$ cat config.mk
export PLATFORM = sky130hd
export DESIGN_NAME = bcd_sub_serial
export DESIGN_NICKNAME = d
export VERILOG_FILES = /design/src/rtl/bcd_sub_serial.sv
export SDC_FILE = /design/constraint.sdc
export NUM_CORES = 1
export LEC_CHECK = 0
export BUFFER_PORTS_ARGS = -buffer_cell sky130_fd_sc_hd__buf_2
export CORE_MARGIN = 8
export CORE_UTILIZATION = 60
export CTS_CLUSTER_SIZE = 24
export DETAILED_ROUTE_END_ITERATION = 7
export PLACE_DENSITY_LB_ADDON = 0.3
export RECOVER_POWER = 25
export REMOVE_ABC_BUFFERS = 1
export SYNTH_ARGS = -nofsm -noshare
export SYNTH_HDL_FRONTEND = slang
export SYNTH_SLANG_ARGS = --single-unit
export TNS_END_PERCENT = 5
$ cat constraint.sdc
create_clock -name clk -period 6.2 [get_ports clk]
set_input_delay 1.24 -clock clk [delete_from_list [all_inputs] [get_ports clk]]
set_output_delay 1.24 -clock clk [all_outputs]
set_load 0.03 [all_outputs]
$ cat src/rtl/bcd_sub_serial.sv
// Digit-serial packed-BCD subtractor: S = A - B, one decimal digit per clock, LSD first.
// Final borrow on C, invalid-digit flag on err; results held until the next operation.
//
// state | meaning
// IDLE  | waiting for start; results from the last operation are held
// RUN   | one digit processed per cycle, DIGITS cycles in total
// FIN   | results copied to S/C/err; done pulses on the following cycle
module bcd_sub_serial #(
    parameter int DIGITS = 4
) (
    input  logic                clk,
    input  logic                rst,
    input  logic                start,
    input  logic [4*DIGITS-1:0] A,
    input  logic [4*DIGITS-1:0] B,
    output logic [4*DIGITS-1:0] S,
    output logic                C,
    output logic                err,
    output logic                busy,
    output logic                done
);

    localparam int W  = 4 * DIGITS;
    localparam int CW = (DIGITS > 1) ? $clog2(DIGITS) : 1;

    typedef enum logic [1:0] {
        IDLE = 2'd0,
        RUN  = 2'd1,
        FIN  = 2'd2
    } state_t;

    state_t         state, state_nx;
    logic [W-1:0]   a_sh, b_sh, acc;
    logic [CW-1:0]  cnt;
    logic           br, err_acc;
    logic           last;
    logic [4:0]     t, t_adj;
    logic [3:0]     d;
    logic           br_nx, bad;
    logic [W-1:0]   acc_nx;

    assign last = (cnt == CW'(DIGITS - 1));

    // One digit of the subtraction on the current low nibbles
    always_comb begin
        t      = {1'b0, a_sh[3:0]} - {1'b0, b_sh[3:0]} - {4'b0000, br};
        t_adj  = t + 5'd10;
        br_nx  = t[4];
        d      = br_nx ? t_adj[3:0] : t[3:0];
        bad    = (a_sh[3:0] > 4'd9) || (b_sh[3:0] > 4'd9);
        acc_nx = (acc >> 4) | (W'(d) << (W - 4));
    end

    always_ff @(posedge clk or posedge rst) begin
        if (rst) state <= IDLE;
        else     state <= state_nx;
    end

    always_comb begin
        state_nx = state;
        case (state)
            IDLE:    if (start) state_nx = RUN;
            RUN:     if (last)  state_nx = FIN;
            FIN:     state_nx = IDLE;
            default: state_nx = IDLE;
        endcase
    end

    always_ff @(posedge clk or posedge rst) begin
        if (rst) begin
            a_sh    <= '0;
            b_sh    <= '0;
            acc     <= '0;
            cnt     <= '0;
            br      <= 1'b0;
            err_acc <= 1'b0;
            S       <= '0;
            C       <= 1'b0;
            err     <= 1'b0;
            busy    <= 1'b0;
            done    <= 1'b0;
        end else begin
            // busy/done trail the state by one cycle so they line up with the result update
            busy <= (state == RUN);
            done <= (state == FIN);
            case (state)
                IDLE: begin
                    if (start) begin
                        a_sh    <= A;
                        b_sh    <= B;
                        br      <= 1'b0;
                        cnt     <= '0;
                        err_acc <= 1'b0;
                    end
                end
                RUN: begin
                    a_sh    <= a_sh >> 4;
                    b_sh    <= b_sh >> 4;
                    acc     <= acc_nx;
                    br      <= br_nx;
                    err_acc <= err_acc | bad;
                    cnt     <= cnt + CW'(1);
                end
                FIN: begin
                    S   <= err_acc ? '0 : acc;
                    C   <= br & ~err_acc;
                    err <= err_acc;
                end
                default: ;
            endcase
        end
    end

endmodule
After elaboration in Yosys (flattened, before gate mapping) --
Index checks and enable logic that the tools add are counted.
Word-level totals: output and inout port bits 20, word-level logic and storage cells 46, flip-flop bits (word level) 74
Cells by class: muxes and demuxes 14, bitwise logic cells 4, magnitude comparators 2, reduce and logical (&&, ||, !) cells 5, add/sub/neg operators 4, equality and inequality tests 5
Operators with widths (number):
- $pmux W16 S2 | 2
- $mux W16 | 3
- $or A12 B16 Y16 | 1
- $gt A4 B4 Y1 const B | 2
- $pmux W2 S2 | 2
- $mux W2 | 3
- $sub A4 B4 Y5 | 1
- $sub A5 B1 Y5 | 1
- $add A4 B4 Y4 const B | 1
- $eq A2 B2 Y1 const B | 2
- $mux W4 | 1
- $ne A2 B2 Y1 const B | 2
- $pmux W1 S2 | 2
- $reduce_and A2 Y1 | 2
- $add A2 B1 Y2 const B | 1
- $eq A2 B1 Y1 const B | 1
- $logic_not A2 Y1 | 1
- $reduce_bool A2 Y1 | 1
- $and A1 B1 Y1 | 1
- $logic_or A1 B1 Y1 | 1
- $mux W1 | 1
- $not A1 Y1 | 1
- $or A1 B1 Y1 | 1

Logic depth before layout (Yosys ltp) --
Gate-level depths: netlist of the first run.
depth in word-level cells 5, mapped depth 9, mapped depth without buffers 9

Least setup slack after synthesis of the first run --
No wires, ideal clock.
path kind register to register, start register a_sh[0], end register acc[15], data arrival time 2.158 ns, cell stages (with the launch flop) 8, slack 3.960 ns, buffers on the path 0, setup time 0.082 ns, clock period less this slack 2.240 ns, cell sequence dfrtp_1 fa_1 fa_1 nand2b_1 a21oi_2 xnor2_1 or3_1 a31oi_1
On the way: word-level cells in the longest chain between the ends 5
Ends and longest elaborated chain:
- start: declaration | line 33 | logic [W-1:0] a_sh, b_sh, acc;
- start signal: assignment | line 97 | a_sh <= a_sh >> 4;
- $sub A4 B4 Y5 (*) | line 46 | t = {1'b0, a_sh[3:0]} - {1'b0, b_sh[3:0]} - {4'b0000, br};
- $sub A5 B1 Y5 (*) | line 46
- $add A4 B4 Y4 | line 47 | t_adj = t + 5'd10;
- $mux W4 (*) | line 49 | d = br_nx ? t_adj[3:0] : t[3:0];
- $or A12 B16 Y16 (*) | line 51 | acc_nx = (acc >> 4) | (W'(d) << (W - 4));
- end signal: assignment | line 99 | acc <= acc_nx;
- end: declaration | line 33
Every way passes the cells marked *; elsewhere a longest branch is shown, timed or not. A chain may end at the register's enable or synchronous reset.

Final worst setup path of the first run --
start register state[1], end register b_sh[0]
On the way: word-level cells in the longest chain between the ends 3
Ends and longest elaborated chain:
- start: declaration | line 32 | state_t state, state_nx;
- start signal: assignment | line 56 | else state <= state_nx;
- $eq A2 B1 Y1 or $logic_not A2 Y1 (tied branches) | line 86 | case (state)
- $reduce_bool A2 Y1 (no line) or $ne A2 B2 Y1 (tied branches)
- $reduce_and A2 Y1 (no line)
- end signal: assignment | line 98 | b_sh <= b_sh >> 4;
- end: declaration | line 33
Several ways; a longest one is shown, not always the timed one.

==> metrics.txt, run 1 <==
# TYPE chip_impl_metric gauge
chip_impl_info{name="status",value="complete, no violations"} 1
chip_impl_metric{name="final.setup.tns",unit="ps"} 0
chip_impl_metric{name="crit_required",unit="ps"} 6410
chip_impl_metric{name="ir_drop",unit="mV"} 0.2557
chip_impl_metric{name="synth.top_cell.area_share",unit="%"} 58.11
chip_impl_metric{name="final_setup_viols",unit=""} 0
chip_impl_info{name="yosys-top-cells-area",value="dfrtp_1 (58%), nand2_1 (11%), o21ai_0 (8.2%)"} 1
chip_impl_metric{name="synthCells",unit=""} 325
chip_impl_metric{name="worst_slew_pin_slew",unit="ps"} 1140
chip_impl_metric{name="worst_slew_margin_rel",unit="%"} 23.97
chip_impl_metric{name="syn2layout_area_growth",unit="%"} 16.57
chip_impl_metric{name="first_global_vias",unit=""} 2521
chip_impl_metric{name="holdBufCountCts",unit=""} 0
chip_impl_metric{name="crit_fanout",unit=""} 31
chip_impl_metric{name="detailedPlacementHpwl",unit="µm"} 4131
chip_impl_metric{name="hold_viol_final",unit=""} 0
chip_impl_metric{name="synth_warnings",unit=""} 0
chip_impl_metric{name="cts_max_path_buffers",unit=""} 2
chip_impl_metric{name="finalNetCount",unit=""} 420
chip_impl_info{name="worstSetupEndpointType",value="register"} 1
chip_impl_metric{name="design.die.area",unit="µm²"} 7900
chip_impl_metric{name="slowest_delay",unit="ps"} 840
chip_impl_metric{name="drc",unit=""} 0
chip_impl_metric{name="sequential_element_share_of_the_synthesized_area",unit="%"} 58.11
chip_impl_metric{name="num_rows",unit=""} 26
chip_impl_metric{name="powerDensity",unit="nW/µm²"} 549.6
chip_impl_metric{name="ys_seq_elements",unit=""} 74
chip_impl_metric{name="finalNonFillerCells",unit=""} 450
chip_impl_metric{name="antenna_found_initial",unit=""} 0
chip_impl_info{name="hp-start",value="S[5]"} 1
chip_impl_info{name="cts_root_buf",value="clkbuf_8"} 1
chip_impl_metric{name="critPathArrivalTime",unit="ps"} 3350
chip_impl_metric{name="finalHoldWorstSlack",unit="ps"} 473.6
chip_impl_metric{name="timing.final.crit_period",unit="ps"} 3137
chip_impl_metric{name="place_worst_setup_slack",unit="ps"} 3604
chip_impl_metric{name="r2r.worst_path.cells",unit=""} 5
chip_impl_metric{name="die_y",unit="µm"} 88.88
chip_impl_metric{name="total_leakage_power",unit="nW"} 1.821
chip_impl_metric{name="clock_tree.htree_level_count",unit=""} 3
chip_impl_info{name="timing.hold.worst_endpoint",value="S[5]"} 1
chip_impl_metric{name="worst_setup_slack_final",unit="ps"} 3063
chip_impl_info{name="cp_cell_sequence",value="clkbuf_1 > nand2b_1 > clkinv_1 > a22oi_1 > o21ai_0"} 1
chip_impl_metric{name="post-layout-total-power",unit="mW"} 2.042
chip_impl_metric{name="final_layout_size_suffix_gt1_share",unit="%"} 19.21
chip_impl_metric{name="regToRegSetupSlack",unit="ps"} 3060
chip_impl_metric{name="netlist-cell-type-count",unit=""} 25
chip_impl_info{name="critPathLaunchType",value="register"} 1
chip_impl_metric{name="min_delay_path_depth",unit=""} 2
chip_impl_metric{name="cts.clk_slew.worst_paths",unit="ps"} 80
chip_impl_metric{name="drt_pass1_iterations",unit=""} 4
chip_impl_metric{name="post_route_clock_skew",unit="ps"} 8.506
chip_impl_metric{name="core_area",unit="µm²"} 5107
chip_impl_metric{name="antennaDiodeCount",unit=""} 0
chip_impl_metric{name="max_freq",unit="MHz"} 318.8
chip_impl_info{name="crit-reg2reg-capture",value="b_sh[0]"} 1
chip_impl_metric{name="nFillCells",unit=""} 396
chip_impl_metric{name="detailroute.via_count",unit=""} 2393
chip_impl_metric{name="fp.dieW",unit="µm"} 88.88
chip_impl_info{name="timing.critical_path.slowest_stage_cell",value="clkbuf_1"} 1
chip_impl_metric{name="post_cts_resized",unit=""} 0
chip_impl_info{name="worst_hold_path_type",value="reg -> reg"} 1
chip_impl_metric{name="grt_first_pass_wirelength",unit="µm"} 10920
chip_impl_metric{name="port_buffers",unit=""} 54
chip_impl_metric{name="clk_latency",unit="ps"} 340
chip_impl_metric{name="route.detailed.vias_per_inst",unit=""} 5.318
chip_impl_info{name="layout.cells.most_common_list",value="nand2_1 (96), dfrtp_1 (74), buf_2 (53), o21ai_0 (52), a22oi_1 (24)"} 1
chip_impl_metric{name="layout_worst_path_cycle_share",unit="%"} 50.60
chip_impl_metric{name="first_iter_violations",unit=""} 81
chip_impl_metric{name="final_wirelength",unit="µm"} 6205
chip_impl_info{name="rsz0062_at_grt",value="no"} 1
chip_impl_info{name="layout_commonest_cell",value="nand2_1"} 1
chip_impl_metric{name="synth_area_per_cell",unit="µm²"} 9.806
chip_impl_info{name="setup.worst_path.class",value="reg -> reg"} 1
chip_impl_metric{name="grt_max_degree",unit=""} 75
chip_impl_metric{name="placed_cells",unit=""} 434
chip_impl_metric{name="initial_utilization",unit="%"} 62.40
chip_impl_metric{name="cts_setup_buffers",unit=""} 0
chip_impl_info{name="worstReg2RegStart",value="state[1]"} 1
chip_impl_metric{name="max_cap_viol_count",unit=""} 0
chip_impl_info{name="tritoncts",value="built"} 1
chip_impl_metric{name="globalplace.congestion",unit=""} 0.7535
chip_impl_metric{name="slew_violations",unit=""} 0
chip_impl_metric{name="cts_sinks",unit=""} 74
chip_impl_metric{name="io_pins",unit=""} 55
chip_impl_metric{name="syn-cell-area",unit="µm²"} 3187
chip_impl_metric{name="tritoncts.num_buffers",unit=""} 9
chip_impl_info{name="post-synth-top-area-cell",value="dfrtp_1"} 1
chip_impl_metric{name="antenna_violating_nets_post_route",unit=""} 0
chip_impl_info{name="setup.worst_path.start",value="state[1]"} 1
chip_impl_metric{name="overflow",unit=""} 0
chip_impl_metric{name="post_drt_wl_per_cell",unit="µm"} 13.79
chip_impl_metric{name="gr-usage-all-layers",unit="%"} 17.78
-- synthesized netlist by cell type --
master / instances
mux2i_1: 1
nor2_1: 3
dfrtp_1: 74
nand3b_1: 1
a21oi_1: 3
a22oi_1: 24
a2bb2oi_1: 2
a31oi_1: 1
o21ai_0: 52
ha_1: 8
nand2b_1: 3
nor2b_1: 4
xnor2_1: 2
o31ai_1: 1
nand2_1: 96
inv_1: 11
o21bai_1: 1
clkbuf_1: 15
fa_1: 2
xor2_1: 3
a22o_1: 9
a21oi_2: 1
or3_1: 1
buf_2: 5
clkinv_1: 2
-- per-stage QoR --
stage	utilization, %	area, µm²
floorplan	-	3105
global placement	68.62	3505
detailed placement	68.62	3505
CTS	72.91	3724
global route	72.73	3715
finish	72.73	3715
-- report_power, final --
part,total (mW),switching [mW],leakage (nW),internal [mW]
registers,0.791,0.112,0.958,0.678
logic,0.847,0.532,0.764,0.315
clock network,0.404,0.177,0.0987,0.227
total,2.04,0.821,1.82,1.22
-- cell families after synthesis --
logic type	count (synthesis)	synth area share, %
AOI/OAI and AO/OA	94	18.26
muxes	1	0.3141
DFF	74	58.11
and+or+nand+nor	108	13.47
adders and majority gates	10	4.398
buffers and inverters	33	4.083
xor gates and xnor gates	5	1.374
-- layer usage --
layer  routed length, µm  vias up  track usage (%)
met5                   0        -                0
met3                 439        7            4.828
met2                2932       76            29.38
li1                    -     1192                -
met1                2748     1118            21.25
met4                  85        0            7.527
-- layout make-up --
| class | count | area, µm² | share of cell area, % |
|---|---|---|---|
| Tap cell | 70 | 87.58 | 2.358 |
| Clock inverter | 6 | 91.34 | 2.459 |
| Clock buffer | 10 | 127.6 | 3.435 |
| Timing Repair Buffer | 59 | 299.0 | 8.050 |
| Sequential cell | 74 | 1852 | 49.85 |
| Inverter | 13 | 48.80 | 1.314 |
| Multi-Input combinational cell | 218 | 1209 | 32.54 |
-- registers in the layout, summed over array words and instances, names as in the netlist --
signal,cells
err,1
cnt,2
busy,1
a_sh,16
b_sh,16
C,1
err_acc,1
acc,16
S,16
br,1
state,2
done,1
-- worst max-delay path: cells and delay by family, from the launching register on --
kind	cells	cell delay, ps
buffers and inverters	2	1520
AOI/OAI and AO/OA	2	460
DFF	1	330
and+or+nand+nor	1	690
-- how the worst max path moves through the flow --
stage,to,slack (ps),depth (start not counted)
detailed placement,b_sh[14],3600,5
global route,b_sh[1],2760,5
CTS,b_sh[1],3630,5
floorplan,C,3080,1
finish,b_sh[0],3060,5
global placement,b_sh[14],3690,5
(Power assumes the default switching activity.)
==> inputs of run 2 (changes only) <==
--- a/config.mk
+++ b/config.mk
@@ -5,9 +5,10 @@
 export SDC_FILE = /design/constraint.sdc
 export NUM_CORES = 1
 export LEC_CHECK = 0
+export ABC_AREA = 1
 export BUFFER_PORTS_ARGS = -buffer_cell sky130_fd_sc_hd__buf_2
 export CORE_MARGIN = 8
-export CORE_UTILIZATION = 60
+export CORE_UTILIZATION = 50
 export CTS_CLUSTER_SIZE = 24
 export DETAILED_ROUTE_END_ITERATION = 7
 export PLACE_DENSITY_LB_ADDON = 0.3
==> constraint.sdc (replaced) <==
create_clock -name clk -period 2.86 [get_ports clk]
set_input_delay 0.572 -clock clk [delete_from_list [all_inputs] [get_ports clk]]
set_output_delay 0.572 -clock clk [all_outputs]
set_load 0.03 [all_outputs]
==> run 2 against run 1 <==
Effect of this change:
- non-clock buffer count decreased by 1
- combinational power increased to 2.7 times the previous value
- sequential share of layout area decreased by 1.3 points
- critical path type unchanged
- worst setup slack got worse by 2400 ps
- die area increased by 20%
- core utilization decreased by 13 points
- clock skew about the same
- total power increased by 140%
- clock power increased by 120%
- register-to-register slack got worse by 2400 ps
- critical endpoint is now acc[14]
- hold slack got worse by 35 ps
==> metrics.txt, run 2 <==
# TYPE chip_impl_metric gauge
chip_impl_info{name="status",value="complete, no violations"} 1
chip_impl_metric{name="detailroute.via_count",unit=""} 2438
chip_impl_metric{name="final.setup.tns",unit="ps"} 0
chip_impl_metric{name="design.die.area",unit="µm²"} 9478
chip_impl_metric{name="post_cts_resized",unit=""} 0
chip_impl_metric{name="r2r.worst_path.cells",unit=""} 8
chip_impl_metric{name="seqCellArea",unit="µm²"} 1852
chip_impl_metric{name="core_area",unit="µm²"} 6386
chip_impl_metric{name="final_layout_size_suffix_gt1_share",unit="%"} 23.10
chip_impl_metric{name="final_setup_viols",unit=""} 0
chip_impl_info{name="yosys-top-cells-area",value="dfrtp_1 (56%), nand2_1 (7.7%), o21ai_0 (5.7%)"} 1
chip_impl_info{name="synth_flop_cell",value="dfrtp_1"} 1
chip_impl_metric{name="grt_first_pass_wirelength",unit="µm"} 11060
chip_impl_metric{name="synthCells",unit=""} 349
chip_impl_metric{name="crit_fanout",unit=""} 2
chip_impl_metric{name="post_route_clock_skew",unit="ps"} 8.559
chip_impl_metric{name="syn2layout_area_growth",unit="%"} 15.27
chip_impl_metric{name="first_iter_violations",unit=""} 141
chip_impl_info{name="post-synth-top-area-cell",value="dfrtp_1"} 1
chip_impl_metric{name="power.share.switching",unit="%"} 42.34
chip_impl_info{name="top_layer",value="met4"} 1
chip_impl_metric{name="holdBufCountCts",unit=""} 0
chip_impl_metric{name="clock_tree.htree_level_count",unit=""} 3
chip_impl_metric{name="hold_viol_final",unit=""} 0
chip_impl_info{name="worstReg2RegStart",value="a_sh[0]"} 1
chip_impl_metric{name="post_drt_wl_per_cell",unit="µm"} 13.45
chip_impl_metric{name="nFillCells",unit=""} 577
chip_impl_info{name="rsz0062_at_grt",value="no"} 1
chip_impl_metric{name="syn-cell-area",unit="µm²"} 3309
chip_impl_metric{name="max_freq",unit="MHz"} 461.2
chip_impl_metric{name="critPathArrivalTime",unit="ps"} 2390
chip_impl_metric{name="antenna_violating_nets_post_route",unit=""} 0
chip_impl_metric{name="crit_required",unit="ps"} 3080
chip_impl_info{name="crit-reg2reg-capture",value="acc[14]"} 1
chip_impl_metric{name="seqPwrFrac",unit="%"} 36.0
chip_impl_info{name="cell_with_the_most_instances_after_synthesis",value="dfrtp_1"} 1
chip_impl_metric{name="globalplace.congestion",unit=""} 0.8426
chip_impl_metric{name="clk_latency",unit="ps"} 340
chip_impl_metric{name="ir_drop",unit="mV"} 0.7598
chip_impl_metric{name="place_worst_setup_slack",unit="ps"} 721.5
chip_impl_metric{name="met3WireLength",unit="µm"} 413
chip_impl_metric{name="max_cap_viol_count",unit=""} 0
chip_impl_metric{name="grt_max_degree",unit=""} 35
chip_impl_info{name="worstSetupEndpointType",value="register"} 1
chip_impl_metric{name="fp.dieW",unit="µm"} 97.36
chip_impl_metric{name="cellInternalPower",unit="mW"} 2.846
chip_impl_info{name="cts_root_buf",value="clkbuf_8"} 1
chip_impl_metric{name="synth_async_sr_flop_share",unit="%"} 100.0
chip_impl_metric{name="antenna_found_initial",unit=""} 0
chip_impl_metric{name="netlist-cell-type-count",unit=""} 27
chip_impl_metric{name="cts_max_path_buffers",unit=""} 2
chip_impl_metric{name="multiInputGateArea",unit="µm²"} 1164
chip_impl_info{name="setup.worst_path.class",value="reg -> reg"} 1
chip_impl_metric{name="worst_setup_slack_final",unit="ps"} 691.8
chip_impl_info{name="worstSetupEndpoint",value="acc[14]"} 1
chip_impl_metric{name="synth_edf_count",unit=""} 0
chip_impl_metric{name="worst_slew_margin_rel",unit="%"} 18.42
chip_impl_metric{name="cts_setup_buffers",unit=""} 0
chip_impl_metric{name="regToRegSetupSlack",unit="ps"} 690
chip_impl_metric{name="antennaDiodeCount",unit=""} 0
chip_impl_metric{name="drt_pass1_iterations",unit=""} 4
chip_impl_metric{name="die_y",unit="µm"} 97.36
chip_impl_info{name="worst_hold_path_type",value="in -> async"} 1
chip_impl_info{name="critPathLaunchType",value="register"} 1
chip_impl_info{name="layout_commonest_cell",value="dfrtp_1"} 1
chip_impl_metric{name="timing.final.crit_period",unit="ps"} 2168
chip_impl_metric{name="gr-usage-all-layers",unit="%"} 14.25
chip_impl_info{name="ys_top_cells_by_count",value="dfrtp_1 (74), nand2_1 (68), inv_1 (45), o21ai_0 (38)"} 1
chip_impl_metric{name="sequential_element_share_of_the_synthesized_area",unit="%"} 55.95
chip_impl_metric{name="power_frac_clock",unit="%"} 17.8
chip_impl_info{name="tritoncts",value="built"} 1
chip_impl_metric{name="first_global_vias",unit=""} 2463
chip_impl_metric{name="total_leakage_power",unit="nW"} 1.979
chip_impl_metric{name="drc",unit=""} 0
chip_impl_metric{name="route.detailed.vias_per_inst",unit=""} 5.037
chip_impl_metric{name="layout_worst_path_cycle_share",unit="%"} 75.81
chip_impl_info{name="layout.cells.most_common_list",value="dfrtp_1 (74), nand2_1 (69), buf_2 (54), inv_1 (45), o21ai_0 (38)"} 1
chip_impl_metric{name="final_wirelength",unit="µm"} 6511
chip_impl_metric{name="slew_violations",unit=""} 0
chip_impl_metric{name="worst_slew_pin_slew",unit="ps"} 1224
chip_impl_metric{name="ys_seq_elements",unit=""} 74
chip_impl_metric{name="post-layout-total-power",unit="mW"} 4.936
chip_impl_metric{name="synth.top_cell.area_share",unit="%"} 55.95
chip_impl_metric{name="io_pins",unit=""} 55
chip_impl_metric{name="powerDensity",unit="nW/µm²"} 1294
chip_impl_info{name="setup.worst_path.start",value="a_sh[0]"} 1
chip_impl_metric{name="finalNetCount",unit=""} 447
chip_impl_metric{name="cts_sinks",unit=""} 74
chip_impl_metric{name="overflow",unit=""} 0
chip_impl_metric{name="tritoncts.num_buffers",unit=""} 9
chip_impl_metric{name="power.switching",unit="mW"} 2.090
chip_impl_metric{name="synth_warnings",unit=""} 0
chip_impl_metric{name="initial_utilization",unit="%"} 51.82
chip_impl_metric{name="port_buffers",unit=""} 54
chip_impl_metric{name="wl_met1",unit="µm"} 3073
chip_impl_metric{name="num_rows",unit=""} 29
chip_impl_metric{name="detailedPlacementHpwl",unit="µm"} 4350
chip_impl_metric{name="synth_area_per_cell",unit="µm²"} 9.483
chip_impl_metric{name="cts.clk_slew.worst_paths",unit="ps"} 80
chip_impl_metric{name="met2_length",unit="µm"} 2954
chip_impl_metric{name="combinationalPowerShare",unit="%"} 46.2
run 2: changes by cell type in the layout (fill, tap and decap cells not counted), moves of 10 or more:
cell / before / now
nor2_1: 3 / 17
o21ai_2: 0 / 10
o21ai_1: 0 / 16
o21ai_0: 52 / 38
nand3_1: 0 / 16
a22oi_1: 24 / 4
inv_1: 11 / 45
nand2_1: 96 / 69
run 2: layout make-up:
type                            instances  share of cell area, %
Sequential cell                        74                  48.54
Multi-Input combinational cell        209                  30.50
Timing Repair Buffer                   58                  7.773
Inverter                               50                  4.920
Clock buffer                           11                  3.706
Tap cell                               77                  2.525
Clock inverter                          5                  2.033
run 2: power by group through the flow:
stage | clock network [mW] | logic (mW) | registers, mW
floorplan | 0 | 1.55 | 1.95
global placement | 0 | 2.22 | 1.79
detailed placement | 0 | 2.30 | 1.80
CTS | 0.904 | 2.31 | 1.78
global route | 0.948 | 2.61 | 1.83
finish | 0.878 | 2.28 | 1.78
run 2: how the worst min path moves through the flow:
stage / end / slack (ps)
floorplan: cnt[0] / 450
global placement: cnt[0] / 460
detailed placement: S[7] / 460
CTS: S[1] / 270
global route: a_sh[12] / 430
finish: S[13] / 440
run 2: cells by family (layout without fill, tap and decap cells):
| kind of cell | count (synthesis) | count (layout) | synth area share, % |
|---|---|---|---|
| flip-flops | 74 | 74 | 55.95 |
| buffers and inverters | 66 | 124 | 8.582 |
| adder cells (fa/ha/maj) | 10 | 10 | 4.235 |
| AO/OA/AOI/OAI | 92 | 92 | 17.58 |
| AND/OR/NAND/NOR | 106 | 106 | 13.38 |
| XOR/XNOR | 1 | 1 | 0.2647 |
run 2: worst max-delay path: stages (launching register included):
cell and delay (ps):
dfrtp_1 400, fa_1 460, fa_1 400, nand2_1 80, and2_1 140, inv_1 50
ha_1 280, a21oi_1 160, o21ai_1 90
run 2: layer usage:
layer,global-route usage (%),vias to the layer above
met5,0,-
met4,4.196,0
met3,6.259,9
met1,16.28,1129
li1,-,1237
met2,23.54,63
run 2: through the flow:
stage               cells  instance area [µm²]  utilization (%)  hold slack, ps
floorplan             333                 3213                -           446.1
global placement      468                 3610            56.52           459.8
detailed placement    468                 3610            56.52           464.1
CTS                   484                 3829            59.95           269.5
global route          484                 3815            59.74           433.0
finish                484                 3815            59.74           438.3
